## src/rtl/alu_stim_driver.sv

```systemverilog
//------------------------------------------------------------------------------
// Module   : alu_stim_driver
// Purpose  : Seed-reproducible ALU transaction source on a valid/ready port.
//            Optional corner phase enabled by defining ALU_STIM_CORNER_EN.
// Revision : 1.0 - initial release
//------------------------------------------------------------------------------
`default_nettype none

module alu_stim_driver #(
    parameter int          WIDTH    = 32,
    parameter int          OPCODE_W = 4,
    parameter int          NUM_OPS  = 11,
    parameter int          NUM_TXN  = 256,
    parameter logic [31:0] SEED     = 32'hACE1_2468
) (
    input  logic                clk,
    input  logic                rst,
    input  logic                start,
    output logic                busy,
    output logic                done,
    output logic                out_valid,
    input  logic                out_ready,
    output logic [WIDTH-1:0]    out_operand_a,
    output logic [WIDTH-1:0]    out_operand_b,
    output logic [OPCODE_W-1:0] out_opcode,
    output logic                out_signed,
    output logic [15:0]         out_id,
    output logic [15:0]         txn_count
);

    localparam logic [31:0]         C_LFSR_MASK = 32'h8020_0003;
    localparam logic [31:0]         C_SEED_B    = SEED ^ 32'h5A5A_5A5A;
    localparam logic [15:0]         C_LAST_ID   = 16'(NUM_TXN - 1);
    localparam logic [OPCODE_W-1:0] C_LAST_OP   = OPCODE_W'(NUM_OPS - 1);
    localparam logic [OPCODE_W-1:0] C_OP_ONE    = OPCODE_W'(1);
    localparam logic [WIDTH-1:0]    C_ONE       = WIDTH'(1);
    localparam logic [WIDTH-1:0]    C_MSB       = C_ONE << (WIDTH - 1);

    typedef enum logic [1:0] {
        S_IDLE = 2'd0,
        S_RUN  = 2'd1,
        S_DONE = 2'd2
    } state_t;

    function automatic logic [31:0] lfsr_step(input logic [31:0] v);
        return v[0] ? ((v >> 1) ^ C_LFSR_MASK) : (v >> 1);
    endfunction

    state_t              state_q, state_d;
    logic [31:0]         lfsr_a_q, lfsr_a_d;
    logic [31:0]         lfsr_b_q, lfsr_b_d;
    logic [OPCODE_W-1:0] opcode_q, opcode_d;
    logic                sgn_q, sgn_d;
    logic [15:0]         cnt_q, cnt_d;
`ifdef ALU_STIM_CORNER_EN
    logic                corner_q, corner_d;
    logic [1:0]          pair_q, pair_d;
    logic [OPCODE_W-1:0] corner_op_q, corner_op_d;
`endif

    logic                w_hs;
    logic [WIDTH-1:0]    w_a;
    logic [WIDTH-1:0]    w_b;
    logic [OPCODE_W-1:0] w_op;
    logic                w_sgn;

    assign w_hs = (state_q == S_RUN) && out_ready;

    always_comb begin
        state_d  = state_q;
        lfsr_a_d = lfsr_a_q;
        lfsr_b_d = lfsr_b_q;
        opcode_d = opcode_q;
        sgn_d    = sgn_q;
        cnt_d    = cnt_q;
`ifdef ALU_STIM_CORNER_EN
        corner_d    = corner_q;
        pair_d      = pair_q;
        corner_op_d = corner_op_q;
`endif
        case (state_q)
            S_IDLE: begin
                if (start) begin
                    cnt_d   = 16'd0;
                    state_d = (NUM_TXN > 0) ? S_RUN : S_DONE;
`ifdef ALU_STIM_CORNER_EN
                    corner_d    = 1'b1;
                    pair_d      = 2'd0;
                    corner_op_d = '0;
`endif
                end
            end
            S_RUN: begin
                if (w_hs) begin
                    cnt_d = cnt_q + 16'd1;
                    if (cnt_q == C_LAST_ID) begin
                        state_d = S_DONE;
                    end
`ifdef ALU_STIM_CORNER_EN
                    if (corner_q) begin
                        // Corner sweep uses its own opcode counter; random phase restarts clean.
                        if (corner_op_q == C_LAST_OP) begin
                            corner_op_d = '0;
                            pair_d      = pair_q + 2'd1;
                            if (pair_q == 2'd3) begin
                                corner_d = 1'b0;
                                opcode_d = '0;
                                sgn_d    = 1'b0;
                            end
                        end else begin
                            corner_op_d = corner_op_q + C_OP_ONE;
                        end
                    end else
`endif
                    begin
                        lfsr_a_d = lfsr_step(lfsr_a_q);
                        lfsr_b_d = lfsr_step(lfsr_b_q);
                        if (opcode_q == C_LAST_OP) begin
                            opcode_d = '0;
                            sgn_d    = ~sgn_q;
                        end else begin
                            opcode_d = opcode_q + C_OP_ONE;
                        end
                    end
                end
            end
            S_DONE: begin
                state_d = S_IDLE;
            end
            default: begin
                state_d = S_IDLE;
            end
        endcase
    end

    always_ff @(posedge clk) begin
        if (rst) begin
            state_q  <= S_IDLE;
            lfsr_a_q <= SEED;
            lfsr_b_q <= C_SEED_B;
            opcode_q <= '0;
            sgn_q    <= 1'b0;
            cnt_q    <= 16'd0;
        end else begin
            state_q  <= state_d;
            lfsr_a_q <= lfsr_a_d;
            lfsr_b_q <= lfsr_b_d;
            opcode_q <= opcode_d;
            sgn_q    <= sgn_d;
            cnt_q    <= cnt_d;
        end
    end

`ifdef ALU_STIM_CORNER_EN
    always_ff @(posedge clk) begin
        if (rst) begin
            corner_q    <= 1'b0;
            pair_q      <= 2'd0;
            corner_op_q <= '0;
        end else begin
            corner_q    <= corner_d;
            pair_q      <= pair_d;
            corner_op_q <= corner_op_d;
        end
    end

    always_comb begin
        w_a   = lfsr_a_q[WIDTH-1:0];
        w_b   = lfsr_b_q[WIDTH-1:0];
        w_op  = opcode_q;
        w_sgn = sgn_q;
        if (corner_q) begin
            w_op  = corner_op_q;
            w_sgn = 1'b1;
            case (pair_q)
                2'd0:    begin w_a = '0;     w_b = '0;     end
                2'd1:    begin w_a = '1;     w_b = C_ONE;  end
                2'd2:    begin w_a = C_MSB;  w_b = C_MSB;  end
                default: begin w_a = ~C_MSB; w_b = C_ONE;  end
            endcase
        end
    end
`else
    always_comb begin
        w_a   = lfsr_a_q[WIDTH-1:0];
        w_b   = lfsr_b_q[WIDTH-1:0];
        w_op  = opcode_q;
        w_sgn = sgn_q;
    end
`endif

    // Payload is forced to zero whenever nothing is being offered.
    assign out_valid     = (state_q == S_RUN);
    assign busy          = (state_q == S_RUN);
    assign done          = (state_q == S_DONE);
    assign out_operand_a = out_valid ? w_a   : '0;
    assign out_operand_b = out_valid ? w_b   : '0;
    assign out_opcode    = out_valid ? w_op  : '0;
    assign out_signed    = out_valid ? w_sgn : 1'b0;
    assign out_id        = out_valid ? cnt_q : 16'd0;
    assign txn_count     = cnt_q;

endmodule

`default_nettype wire

```

## config.mk

```make
export PLATFORM = sky130hd
export DESIGN_NAME = alu_stim_driver
export DESIGN_NICKNAME = d
export VERILOG_FILES = /design/src/rtl/alu_stim_driver.sv
export SDC_FILE = /design/constraint.sdc
export NUM_CORES = 1
export LEC_CHECK = 0
export BUFFER_PORTS_ARGS = -buffer_cell sky130_fd_sc_hd__buf_2
export CAP_MARGIN = 20
export CORE_MARGIN = 2
export CORE_UTILIZATION = 40
export DETAILED_ROUTE_END_ITERATION = 12
export GPL_TIMING_DRIVEN = 0
export PLACE_DENSITY = 0.7
export REMOVE_ABC_BUFFERS = 1
export SLEW_MARGIN = 25
export SYNTH_ARGS = -nofsm -noshare
export SYNTH_HDL_FRONTEND = slang
export SYNTH_SLANG_ARGS = --single-unit
```

## constraint.sdc

```tcl
create_clock -name clk -period 2.1 [get_ports clk]
set_input_delay 0.42 -clock clk [delete_from_list [all_inputs] [get_ports clk]]
set_output_delay 0.42 -clock clk [all_outputs]
set_load 0.01 [all_outputs]
```

==> run_results.csv, run 1 <==
group,metric,value,unit
timing,fin_ws,0.108,ns
clock_network,htree_levels,3,
floorplanning,start_util,0.410,
drt,drtIter0Drc,124,
global_route,grt_pass1_wl,15.6,mm
worst_setup_path,slowest_delay,0.61,ns
hold_path,worstHoldPathType,"primary input to register",
global_route,antenna_found_initial,0,
flow_run,maxCapViolations,0,
synthesis,yosysWarningCount,0,
floorplanning,io-pin-count,108,
worst_setup_path,critical_path_buf_inv_count,2,
floorplanning,core,9730,um^2
global_route,grtUsageTotal,0.169,
layout,final_common_cell,"nand2_1",
clock_network,hold_buffers,0,
clock_network,tritoncts,"built",
drt,routed_wl,9.48,mm
synthesis,syn-instance-count,506,
pwr,power,3.46,mW
timing,max_freq,502,MHz
run_status,status,"completed",
layout,nets,601,
worst_setup_path,worstPathRequired,1.68,ns
worst_setup_path,r2r_slack,0.14,ns
drt,vias,3639,
synthesis,ys_types,40,
layout,layout_common_cells,"nand2_1, buf_2, and2_1",
placement,gp_congestion,0.803,
timing,finalSetupViolCount,0,
drt,ant_nets,0,
hold_path,whs_path_depth,3,
clock_network,cts_max_path_buffers,2,
synthesis,ys.flop_type,"dfxtp_1",
synthesis,ys_ff_latch,87,
worst_setup_path,timing.rr.end,"lfsr_b_q[21]",
worst_setup_path,r2r_cells,4,
worst_setup_path,r2r-start,"state_q[1]",
drt,drc,0,
clock_network,clk_pin_slew,0.09,ns
synthesis,synth_edf_count,0,
timing,rsz0062_at_grt,"false",
hold_path,min_from,"start",
placement,portBuffers,107,
timing,period_share,0.949,
pwr,p_leak,2.21,nW
timing,slew_viol_final,0,
timing,timing_hold_violations_final,0,
drt,wl_per_cell,12.9,um
worst_setup_path,crit_slowest_cell,"dfxtp_2",
worst_setup_path,cp_top_family,"flip-flops",
timing,relSlewSlack,0.494,
floorplanning,num_rows,36,
drt,dr.pass1.iters,4,
hold_path,whs_endpoint,"state_q[0]",
floorplanning,die_area,10800,um^2
placement,dpl.hpwl,5.87,mm
timing,fin_crit,1.99,ns
worst_setup_path,cp-end-kind,"output port",
pwr,powerDensity,703,nW/um^2
timing,skew,0.0124,ns
worst_setup_path,crit_path_cell_trace,"nor2b_4 > buf_12 > and2_1 > buf_2",
drt,viasPerCell,4.96,
layout,synthToLayoutAreaGrowth,23.1,%
global_route,grt_max_degree,78,
synthesis,syn_area_per_cell,7.89,um^2
pwr,irDropWorstVdd,0.371,mV
layout,antennaDiodeCount,0,
global_route,grt_pass1_vias,3347,
floorplanning,die_w,104,um
clock_network,numCtsBuffers,9,
clock_network,cts_sinks,87,
worst_setup_path,worstSetupStartpointType,"register",
global_route,grt_overflow,0,
clock_network,cts_root_buffer,"clkbuf_8",
timing,worst_slew_pin_slew,0.757,ns
floorplanning,die-height,104,um
synthesis,yosysSeqAreaShare,0.436,
layout,fillers,956,
placement,preCtsSetupSlack,-0.114,ns
worst_setup_path,crit_type,"register to output port",
worst_setup_path,cp.arrival,1.57,ns
worst_setup_path,cp_max_fo,42,
synthesis,syn_area,3990,um^2
layout,drive_above_1_share,0.233,
clock_network,clock_latency,0.35,ns
timing,holdWs,0.378,ns
synthesis,ys_async_sr_fraction,0,
-- layout make-up --
type / instances / area, um^2 / area share
Multi-Input combinational cell: 382 / 2150 / 0.437
Timing Repair Buffer: 114 / 631 / 0.128
Clock inverter: 3 / 67.6 / 0.0137
Sequential cell: 87 / 1750 / 0.356
Clock buffer: 12 / 145 / 0.0295
Tap cell: 133 / 166 / 0.0339
Inverter: 2 / 7.51 / 0.00153
-- repair_timing --
item | 4_1_cts | 5_1_grt
setup buffers | 2 | 0
cloned | 2 | 1
gates resized for setup | 4 | 4
setup endpoints to repair | 90 | 32
-- per-layer routing --
layer | up-vias | part of all wire | wire, um | global-route usage
li1 | 1843 | - | - | -
met1 | 1690 | 0.47 | 4460 | 0.212
met2 | 92 | 0.47 | 4470 | 0.285
met3 | 14 | 0.047 | 443 | 0.0363
met4 | 0 | 0.011 | 103 | 0.0656
met5 | - | 0 | 0 | 0
-- how the worst max path moves through the flow --
stage | start | endpoint | slack (ns) | cells past startpoint
floorplan | state_q[0] | out_id[0] | -1.25 | 2
global placement | state_q[0] | out_operand_a[22] | -2.59 | 3
detailed placement | state_q[0] | out_operand_b[20] | -0.11 | 4
CTS | txn_count[5] | txn_count[15] | 0.02 | 4
global route | state_q[1] | out_operand_b[20] | 0.03 | 4
finish | state_q[1] | out_operand_b[20] | 0.11 | 4
-- cells by family (layout without fill, tap and decap cells) --
kind of cell / Yosys count / count (layout) / synth area share
xor+xnor: 13 / 13 / 0.0285
compound gates: 55 / 55 / 0.0786
simple gates: 306 / 309 / 0.403
fa+ha+maj: 1 / 1 / 0.00313
mux: 4 / 4 / 0.0113
buf+inv: 40 / 131 / 0.0398
flops: 87 / 87 / 0.436
-- through the flow --
step | instances | utilization | setup TNS [ns] | cell area (um^2)
2_1_floorplan | 468 | - | -114.01 | 3840
6_report | 733 | 0.505 | 0 | 4910
3_3_place_gp | 708 | 0.467 | -291.91 | 4540
4_1_cts | 732 | 0.503 | 0 | 4890
3_5_place_dp | 713 | 0.476 | -3.73 | 4640
5_1_grt | 733 | 0.505 | 0 | 4910
-- state kept, by name, indices dropped and copies added, names as in the netlist --
signal     cells
lfsr_a_q      32
lfsr_b_q      32
txn_count     16
opcode_q       4
state_q        2
sgn_q          1
-- power by group --
part	switching [mW]	total, mW	internal (mW)
clock	0.566	1.26	0.698
sequential	0.0599	1.78	1.72
combinational	0.233	0.412	0.179
-- Yosys cell counts (3+ instances only) --
cell	instances	share of area
a211o_1	3	0.0066
a211oi_1	3	0.0056
a21oi_1	37	0.046
and2_1	85	0.13
buf_1	3	0.0028
clkbuf_1	32	0.030
dfxtp_1	87	0.44
nand2_1	125	0.12
nand3_1	8	0.010
nand3b_1	33	0.062
nand4_1	3	0.0047
nor2_1	20	0.019
nor2b_1	4	0.0063
nor4_1	5	0.0078
nor4b_1	3	0.0066
o21ai_0	5	0.0063
o31ai_1	3	0.0056
or3_1	5	0.0078
or4_1	4	0.0075
xnor2_1	9	0.020
xor2_1	4	0.0088
-- worst reg2reg max path: cells and delay by family, from the launching register on --
kind,cells,cell delay (ns)
DFF,1,0.61
buffers and inverters,1,0.28
and+or+nand+nor,2,0.71
AOI/OAI and AO/OA,1,0.25
(Power assumes the default switching activity.)
==> run 2, diff against run 1 <==
- clock period: 2.1 -> 2.2 ns (I/O delays scaled with it)
==> run_results.csv, run 2 (synthesis gave the netlist of run 1 again) <==
group,metric,value,unit
global_route,grt_overflow,0,
pwr,p_leak,2.20,nW
global_route,grt_max_degree,78,
placement,preCtsSetupSlack,-0.0338,ns
timing,worst_slew_pin_slew,0.755,ns
worst_setup_path,timing.rr.end,"txn_count[15]",
clock_network,tritoncts,"built",
worst_setup_path,crit_path_end,"out_operand_b[20]",
clock_network,hold_buffers,0,
drt,routed_wl,9.36,mm
worst_setup_path,critPathLaunch,"state_q[0]",
clock_network,cts_root_buffer,"clkbuf_8",
clock_network,clk_pin_slew,0.09,ns
timing,slew_viol_final,0,
clock_network,numCtsBuffers,9,
worst_setup_path,cp.arrival,1.61,ns
worst_setup_path,crit_slowest_cell,"dfxtp_2",
global_route,antenna_found_initial,0,
timing,skew,0.0124,ns
drt,wl_per_cell,12.8,um
clock_network,htree_levels,3,
worst_setup_path,slowest_delay,0.49,ns
layout,synthToLayoutAreaGrowth,22.6,%
worst_setup_path,r2r-start,"txn_count[5]",
global_route,grtUsageTotal,0.169,
hold_path,worstHoldPathType,"primary input to register",
drt,vias,3615,
worst_setup_path,crit_path_cell_trace,"nor2b_4 > buf_12 > and2_1 > buf_2",
timing,finalSetupViolCount,0,
floorplanning,die_w,104,um
layout,drive_above_1_share,0.230,
placement,portBuffers,107,
drt,drc,0,
layout,antennaDiodeCount,0,
timing,max_freq,488,MHz
layout,fillers,960,
clock_network,cts_max_path_buffers,2,
worst_setup_path,worstSetupStartpointType,"register",
floorplanning,start_util,0.410,
floorplanning,die_area,10800,um^2
drt,met2WireLength,4.39,mm
worst_setup_path,worstPathRequired,1.76,ns
worst_setup_path,crit_type,"register to output port",
timing,rsz0062_at_grt,"false",
layout,final_common_cell,"nand2_1",
layout,fin_area,4900,um^2
floorplanning,die-height,104,um
drt,routed.top_layer,"met4",
drt,ant_nets,0,
timing,fin_crit,2.05,ns
timing,period_share,0.932,
flow_run,maxCapViolations,0,
worst_setup_path,cp-end-kind,"output port",
global_route,grt_pass1_vias,3347,
timing,relSlewSlack,0.495,
worst_setup_path,cp_max_fo,42,
pwr,power,3.30,mW
global_route,grt_pass1_wl,15.6,mm
drt,dr.pass1.iters,4,
timing,timing_hold_violations_final,0,
placement,dpl.hpwl,5.87,mm
worst_setup_path,r2r_slack,0.21,ns
worst_setup_path,r2r_cells,4,
layout,layout_common_cells,"nand2_1, buf_2, and2_1, dfxtp_1, a21oi_1",
timing,fin_ws,0.150,ns
floorplanning,core,9730,um^2
placement,gp_congestion,0.803,
drt,wl_met3,461,um
drt,drtIter0Drc,130,
clock_network,clock_latency,0.35,ns
floorplanning,io-pin-count,108,
drt,m1WireLength,4.38,mm
drt,viasPerCell,4.94,
pwr,powerDensity,673,nW/um^2
pwr,irDropWorstVdd,0.355,mV
layout,nets,600,
run_status,status,"completed",
floorplanning,num_rows,36,
clock_network,cts_sinks,87,
placement,postPlaceCellArea,4640,um^2
==> run 2: cell types whose count changed in the layout (fill, tap and decap cells not counted) <==
cell and change:
dfxtp_4 -1, nor2b_4 -1, dfxtp_1 +1
==> run 2: cell type report <==
cell class / count / area (um^2) / area share
multi-input combinational: 381 / 2140 / 0.436
clock inverter: 3 / 67.6 / 0.0138
clock buffer: 12 / 145 / 0.0296
tap: 133 / 166 / 0.0340
timing repair buffer: 114 / 631 / 0.129
inverter: 2 / 7.51 / 0.00153
sequential: 87 / 1740 / 0.356
==> run 2: worst min path at each step <==
stage                   end  cells past startpoint          from  slack, ns
3_3_place_gp   lfsr_a_q[14]                      2  lfsr_a_q[15]       0.45
6_report         state_q[0]                      3         start       0.40
5_1_grt          state_q[0]                      3         start       0.40
3_5_place_dp   lfsr_b_q[18]                      2  lfsr_b_q[19]       0.46
4_1_cts          state_q[0]                      3         start       0.38
2_1_floorplan  lfsr_a_q[11]                      2  lfsr_a_q[12]       0.43
==> run 2: timing repair <==
item,4_1_cts,5_1_grt
gates resized for setup,4,1
gates cloned,2,0
endpoints found under the setup margin,87,1
setup buffers,2,0
==> run 2: power breakdown <==
group / internal, mW / switching, mW
combinational: 0.169 / 0.221
clock: 0.667 / 0.542
sequential: 1.64 / 0.0569
total: 2.48 / 0.819
==> run 2: routing by layer <==
| metal | vias up | GRT usage |
|---|---|---|
| li1 | 1840 | - |
| met1 | 1657 | 0.212 |
| met2 | 102 | 0.285 |
| met3 | 16 | 0.0363 |
| met4 | 0 | 0.0656 |
| met5 | - | 0 |
==> run 2: worst max-delay path, delay by kind of cell (launching register included) <==
family	cells	cell delay, ns
simple gates	2	0.43
buf+inv	2	0.34
flops	1	0.49
==> run 2: stage by stage <==
stage | instances | setup TNS [ns] | hold WS [ns] | util
after global placement | 708 | -279.09 | 0.451 | 0.467
after floorplan | 468 | -103.34 | 0.434 | -
final | 732 | 0 | 0.405 | 0.503
after detailed placement | 713 | -0.375 | 0.456 | 0.476
after CTS | 732 | 0 | 0.376 | 0.503
after global routing | 732 | 0 | 0.402 | 0.503
